<file path="config.mk">
export PLATFORM = sky130hd
export DESIGN_NAME = apb_protocol_monitor
export DESIGN_NICKNAME = d
export VERILOG_FILES = /design/src/rtl/apb_protocol_monitor.sv
export SDC_FILE = /design/constraint.sdc
export NUM_CORES = 1
export LEC_CHECK = 0
export CAP_MARGIN = 20
export CORE_MARGIN = 1
export CORE_UTILIZATION = 49
export DETAILED_ROUTE_END_ITERATION = 10
export HOLD_SLACK_MARGIN = 0.1
export PLACE_DENSITY = 0.91
export SLEW_MARGIN = 20
export SYNTH_ARGS = -nofsm -noshare
export SYNTH_HDL_FRONTEND = slang
export SYNTH_SLANG_ARGS = --single-unit
</file>
<file path="constraint.sdc">
create_clock -name PCLK -period 2.3 [get_ports PCLK]
set_input_delay 0.23 -clock PCLK [delete_from_list [all_inputs] [get_ports PCLK]]
set_output_delay 0.23 -clock PCLK [all_outputs]
set_load 0.05 [all_outputs]
</file>
<file path="src/rtl/apb_protocol_monitor.sv">
// Passive APB protocol checker: sticky rule flags, first-fault address, transfer counters.
// Define APB4_MONITOR_EN to add PSTRB/PPROT observation and rule bit 7.
module apb_protocol_monitor #(
    parameter int AW       = 32,
    parameter int DW       = 32,
    parameter int MAX_WAIT = 16,
    parameter int CW       = 16
) (
    input  logic          PCLK,
    input  logic          PRESETn,
    input  logic [AW-1:0] PADDR,
    input  logic          PSEL,
    input  logic          PENABLE,
    input  logic          PWRITE,
    input  logic [DW-1:0] PWDATA,
    input  logic          PREADY,
    input  logic [DW-1:0] PRDATA,
    input  logic          PSLVERR,
`ifdef APB4_MONITOR_EN
    input  logic [DW/8-1:0] PSTRB,
    input  logic [2:0]    PPROT,
`endif
    input  logic          i_clear,
    output logic [7:0]    o_err,
    output logic          o_err_any,
    output logic [AW-1:0] o_err_addr,
    output logic [CW-1:0] o_txn_count,
    output logic [CW-1:0] o_slverr_count,
    output logic [1:0]    o_state
);

    typedef enum logic [1:0] {
        S_IDLE   = 2'd0,
        S_SETUP  = 2'd1,
        S_ACCESS = 2'd2
    } state_e;

    localparam int WW = $clog2(MAX_WAIT + 2);
    localparam logic [WW-1:0] W_LIM = WW'(MAX_WAIT);
    localparam logic [WW-1:0] W_SAT = WW'(MAX_WAIT + 1);

    state_e        state_q, state_d;
    logic [WW-1:0] wait_q, wait_d;
    logic [7:0]    err_q;
    logic [AW-1:0] eaddr_q;
    logic [CW-1:0] txn_q;
    logic [CW-1:0] slv_q;
    logic [AW-1:0] addr_q;
    logic          pwrite_q;
    logic [DW-1:0] wdata_q;
`ifdef APB4_MONITOR_EN
    logic [DW/8-1:0] strb_q;
    logic [2:0]    prot_q;
`endif

    logic [7:0] viol;
    logic       done;
    logic       cap;
    logic       unused_prdata;

    assign unused_prdata = ^PRDATA;

    always_comb begin
        state_d = state_q;
        wait_d  = wait_q;
        viol    = '0;
        done    = 1'b0;
        cap     = 1'b0;
        unique case (state_q)
            S_IDLE: begin
                if (PENABLE) begin
                    viol[0] = 1'b1;
                end else if (PSEL) begin
                    state_d = S_SETUP;
                    cap     = 1'b1;
                end
            end
            S_SETUP, S_ACCESS: begin
                if (!PSEL) begin
                    viol[6] = 1'b1;
                    state_d = S_IDLE;
                end else if (!PENABLE) begin
                    viol[1] = 1'b1;
                    state_d = S_IDLE;
                end else if (PREADY) begin
                    done    = 1'b1;
                    state_d = S_IDLE;
                end else begin
                    state_d = S_ACCESS;
                    if (state_q == S_SETUP) begin
                        wait_d = WW'(1);
                    end else if (wait_q != W_SAT) begin
                        wait_d = wait_q + WW'(1);
                        if (wait_q == W_LIM) viol[5] = 1'b1;
                    end
                end
                // Stability is judged against the values seen at SETUP
                if (PSEL) begin
                    if (PADDR != addr_q || PWRITE != pwrite_q) viol[2] = 1'b1;
                    if (pwrite_q && PWDATA != wdata_q) viol[3] = 1'b1;
                    if (PENABLE && !PREADY && PSLVERR) viol[4] = 1'b1;
`ifdef APB4_MONITOR_EN
                    if (PSTRB != strb_q || PPROT != prot_q ||
                        (!pwrite_q && PSTRB != '0)) viol[7] = 1'b1;
`endif
                end
            end
            default: state_d = S_IDLE;
        endcase
    end

    always_ff @(posedge PCLK or negedge PRESETn) begin
        if (!PRESETn) begin
            state_q  <= S_IDLE;
            wait_q   <= '0;
            err_q    <= '0;
            eaddr_q  <= '0;
            txn_q    <= '0;
            slv_q    <= '0;
            addr_q   <= '0;
            pwrite_q <= 1'b0;
            wdata_q  <= '0;
`ifdef APB4_MONITOR_EN
            strb_q   <= '0;
            prot_q   <= '0;
`endif
        end else begin
            state_q <= state_d;
            wait_q  <= wait_d;
            if (cap) begin
                addr_q   <= PADDR;
                pwrite_q <= PWRITE;
                wdata_q  <= PWDATA;
`ifdef APB4_MONITOR_EN
                strb_q   <= PSTRB;
                prot_q   <= PPROT;
`endif
            end
            if (i_clear) begin
                err_q   <= '0;
                eaddr_q <= '0;
                txn_q   <= '0;
                slv_q   <= '0;
            end else begin
                if (done) txn_q <= txn_q + CW'(1);
                if (done && PSLVERR) slv_q <= slv_q + CW'(1);
                if (|viol) begin
                    err_q <= err_q | viol;
                    if (err_q == '0) eaddr_q <= PADDR;
                end
            end
        end
    end

    assign o_err          = err_q;
    assign o_err_any      = |err_q;
    assign o_err_addr     = eaddr_q;
    assign o_txn_count    = txn_q;
    assign o_slverr_count = slv_q;
    assign o_state        = state_q;

endmodule

</file>
==> run_results.csv <==
group,metric,value,unit
layout,fin_cells,972,
floorplan,start_util,0.501,
detailed_routing,routedWlPerCell,16.9,um
global_routing,grt_max_degree,104,
setup_path,path_max_fanout,16,
synthesis,syn_nets,707,
detailed_routing,drt_iter0_drc,320,
global_routing,grt_pass1_vias,5376,
sta,finalHoldViolCount,0,
place,dp.cells,938,
clock_tree,htreeDepth,4,
clock_tree,root_buffer,"clkbuf_16",
clock_tree,clk_latency,420,ps
power_and_ir_drop,switching_power,3.83,mW
sta,tightest_slew,854,ps
clock_tree,cts_max_path_buffers,2,
power_and_ir_drop,ir_drop,0.640,mV
hold_path,min_path_type,"in2async",
place,io_buffers,145,
power_and_ir_drop,p_comb_frac,0.365,
floorplan,die_area,0.0146,sq mm
layout,final_layout_size_suffix_gt1_frac,0.188,
synthesis,synth_top_cell_area_share,0.517,
synthesis,synth_edf_count,0,
power_and_ir_drop,p_leak,3.99,nW
global_routing,grt_pass1_wl,26600,um
synthesis,yosys.area.top_type,"dfrtp_1",
setup_path,rr_worst_depth,7,
global_routing,track_usage,0.239,
run,drv_cap,0,
sta,fmax,447,MHz
synthesis,synth_area_per_cell,11.6,sq um
setup_path,r2r_slack,60,ps
sta,hold_ws,265,ps
place,gp_congestion,0.864,
sta,fin_worst_skew,6.47,ps
detailed_routing,ant_nets,0,
global_routing,overflow,0,
floorplan,pin_count,179,
sta,finalSetupViolCount,0,
sta,min_period_over_period,0.972,
power_and_ir_drop,pwr-share-clk,0.283,
synthesis,synthTopCellsByArea,"dfrtp_1 52%, mux2_2 11%, xnor2_1 8.6%",
detailed_routing,routed_via_density,5.24,
floorplan,fp.dieW,121,um
clock_tree,cts_tree,"done",
layout,multiInputGateArea,0.00320,sq mm
place,placed_cell_area,0.00880,sq mm
sta,min_period,2240,ps
setup_path,r2r_start,"addr_q[9]",
synthesis,ys.flop_type,"dfrtp_1",
setup_path,critPathCapture,"o_err_addr[30]",
layout,fin_nets,890,
setup_path,cp_slowest_cell,"o311a_4",
synthesis,yosysUniqueCellTypes,36,
floorplan,rows,43,
sta,rsz0062_at_grt,"yes",
run_status,status,"complete, no violations",
synthesis,synth_cells,596,
layout,synthToLayoutAreaGrowth,37.9,%
synthesis,yosysMostFrequentCell,"dfrtp_1",
setup_path,crit_type,"reg2reg",
layout,register_area,0.00358,sq mm
detailed_routing,drt-pass1-iter-count,5,
synthesis,synth_area,0.00693,sq mm
sta,relSlewSlack,0.431,
synthesis,yosysWarnings,0,
synthesis,netlist_top_cells_count,"143 x dfrtp_1, 68 x xnor2_1, 65 x mux2_2",
sta,final_max_slew_viol_count,0,
floorplan,coreArea,0.0138,sq mm
sta,fin_tns_setup,0,ps
floorplan,die_h,121,um
power_and_ir_drop,powerDensity,1190,mW/mm^2
power_and_ir_drop,internal-power,7.49,mW
layout,diodes,0,
setup_path,r2r-end,"o_err_addr[30]",
detailed_routing,drc,0,
place,hpwl,11400,um
power_and_ir_drop,p_seq_frac,0.352,
sta,postLayoutSetupSlackWorst,63.6,ps
synthesis,ys_ff_latch,143,
global_routing,antenna_found_initial,0,
clock_tree,clkTransAtPathRegs,60,ps
setup_path,cp-start-kind,"register",
synthesis,async_flop_share,1.00,
detailed_routing,via_count,5096,
clock_tree,cts_buffers,17,
setup_path,cp_cell_sequence,"xnor2_1 -> nand4_1 -> nor4_1 -> a31oi_1 -> o311a_4 -> clkbuf_16 -> mux2i_1",
clock_tree,clkSinkCount,143,
place,place_ws,-379,ps
setup_path,startpoint,"addr_q[9]",
detailed_routing,routed_wl,16400,um
setup_path,cp.arrival,2580,ps
layout,fillCellCount,950,
setup_path,end_kind,"register",
layout,fin_area,0.00955,sq mm
power_and_ir_drop,swShare,0.339,
setup_path,critPathRequiredTime,2640,ps
setup_path,slowest_delay,440,ps
synthesis,ys_seq_area_frac,0.517,
==> power groups by stage <==
stage	clock (mW)	combinational [mW]	sequential, mW
6_report	3.20	4.14	3.98
5_1_grt	3.36	4.39	4.08
4_1_cts	3.25	4.03	3.98
3_5_place_dp	0	4.00	4.01
3_3_place_gp	0	3.88	3.93
2_1_floorplan	0	2.15	4.67
==> logic make-up after synthesis <==
family,Yosys count,share of synthesized area
DFF,143,0.517
adders and majority gates,7,0.0126
other,1,0.000541
muxes,99,0.155
AOI/OAI and AO/OA,26,0.0220
xor gates and xnor gates,95,0.120
and+or+nand+nor,194,0.148
buffers and inverters,31,0.0257
==> registers in the layout, summed over array words and instances (netlist names) <==
signal	flops
addr_q	32
o_err	7
o_err_addr	32
o_slverr_count	16
o_state	2
o_txn_count	16
pwrite_q	1
wait_q	5
wdata_q	32
==> final cells by class <==
cell class | instances | share of cell area
Tap cell | 180 | 0.0236
Clock inverter | 10 | 0.0215
Clock buffer | 22 | 0.0507
Timing Repair Buffer | 188 | 0.191
Inverter | 7 | 0.00275
Sequential cell | 143 | 0.375
Multi-Input combinational cell | 422 | 0.335
==> per-stage QoR <==
step / power [mW] / util
3_3_place_gp: 7.80 / 0.636
6_report: 11.3 / 0.691
2_1_floorplan: 6.82 / -
3_5_place_dp: 8.01 / 0.636
4_1_cts: 11.3 / 0.687
5_1_grt: 11.8 / 0.691
==> cell usage in the layout (no fill, tap or decap), types with 6 or more instances in the layout <==
cell type / n
nand2_1: 21
o21ai_0: 7
buf_4: 38
inv_1: 7
mux2i_1: 33
a21oi_1: 12
bufinv_16: 6
nor3_1: 6
ha_1: 7
nand2b_1: 63
xnor2_1: 68
dfrtp_1: 141
clkdlybuf4s50_1: 142
nand4_1: 21
nand3_1: 19
xor2_1: 27
mux2_2: 65
clkbuf_16: 18
nor2_1: 45
==> what timing repair did <==
item | 4_1_cts | 5_1_grt
pin swaps | 0 | 4
hold buffers | 1 | 0
endpoints found under the hold margin | 123 | 0
setup buffers | 0 | 0
resized for setup | 2 | 4
endpoints found under the setup margin | 30 | 42
gates cloned | 0 | 1
==> critical path, delay by kind of cell (launching register included) <==
kind	cells	cell delay (ps)
AO/OA/AOI/OAI	2	640
AND/OR/NAND/NOR	2	450
flip-flops	1	380
XOR/XNOR	1	290
buffers and inverters	1	210
multiplexers	1	180
==> per-layer routing <==
metal,vias up,track usage,wire [um]
met4,0,0.108,427
met3,33,0.0508,701
met5,-,0,0
li1,2374,-,-
met2,132,0.400,8470
met1,2557,0.295,6830
==> worst min-delay path by stage <==
stage / slack (ps) / start / endpoint
after floorplan: -70 / PRESETn / addr_q[0]
after global placement: 120 / PRESETn / o_err_addr[1]
after detailed placement: 130 / PRESETn / addr_q[13]
after CTS: 260 / PRESETn / o_err_addr[31]
after global routing: 290 / PRESETn / addr_q[0]
final: 270 / PRESETn / o_err_addr[31]
Power figures use the tool's default switching activity.
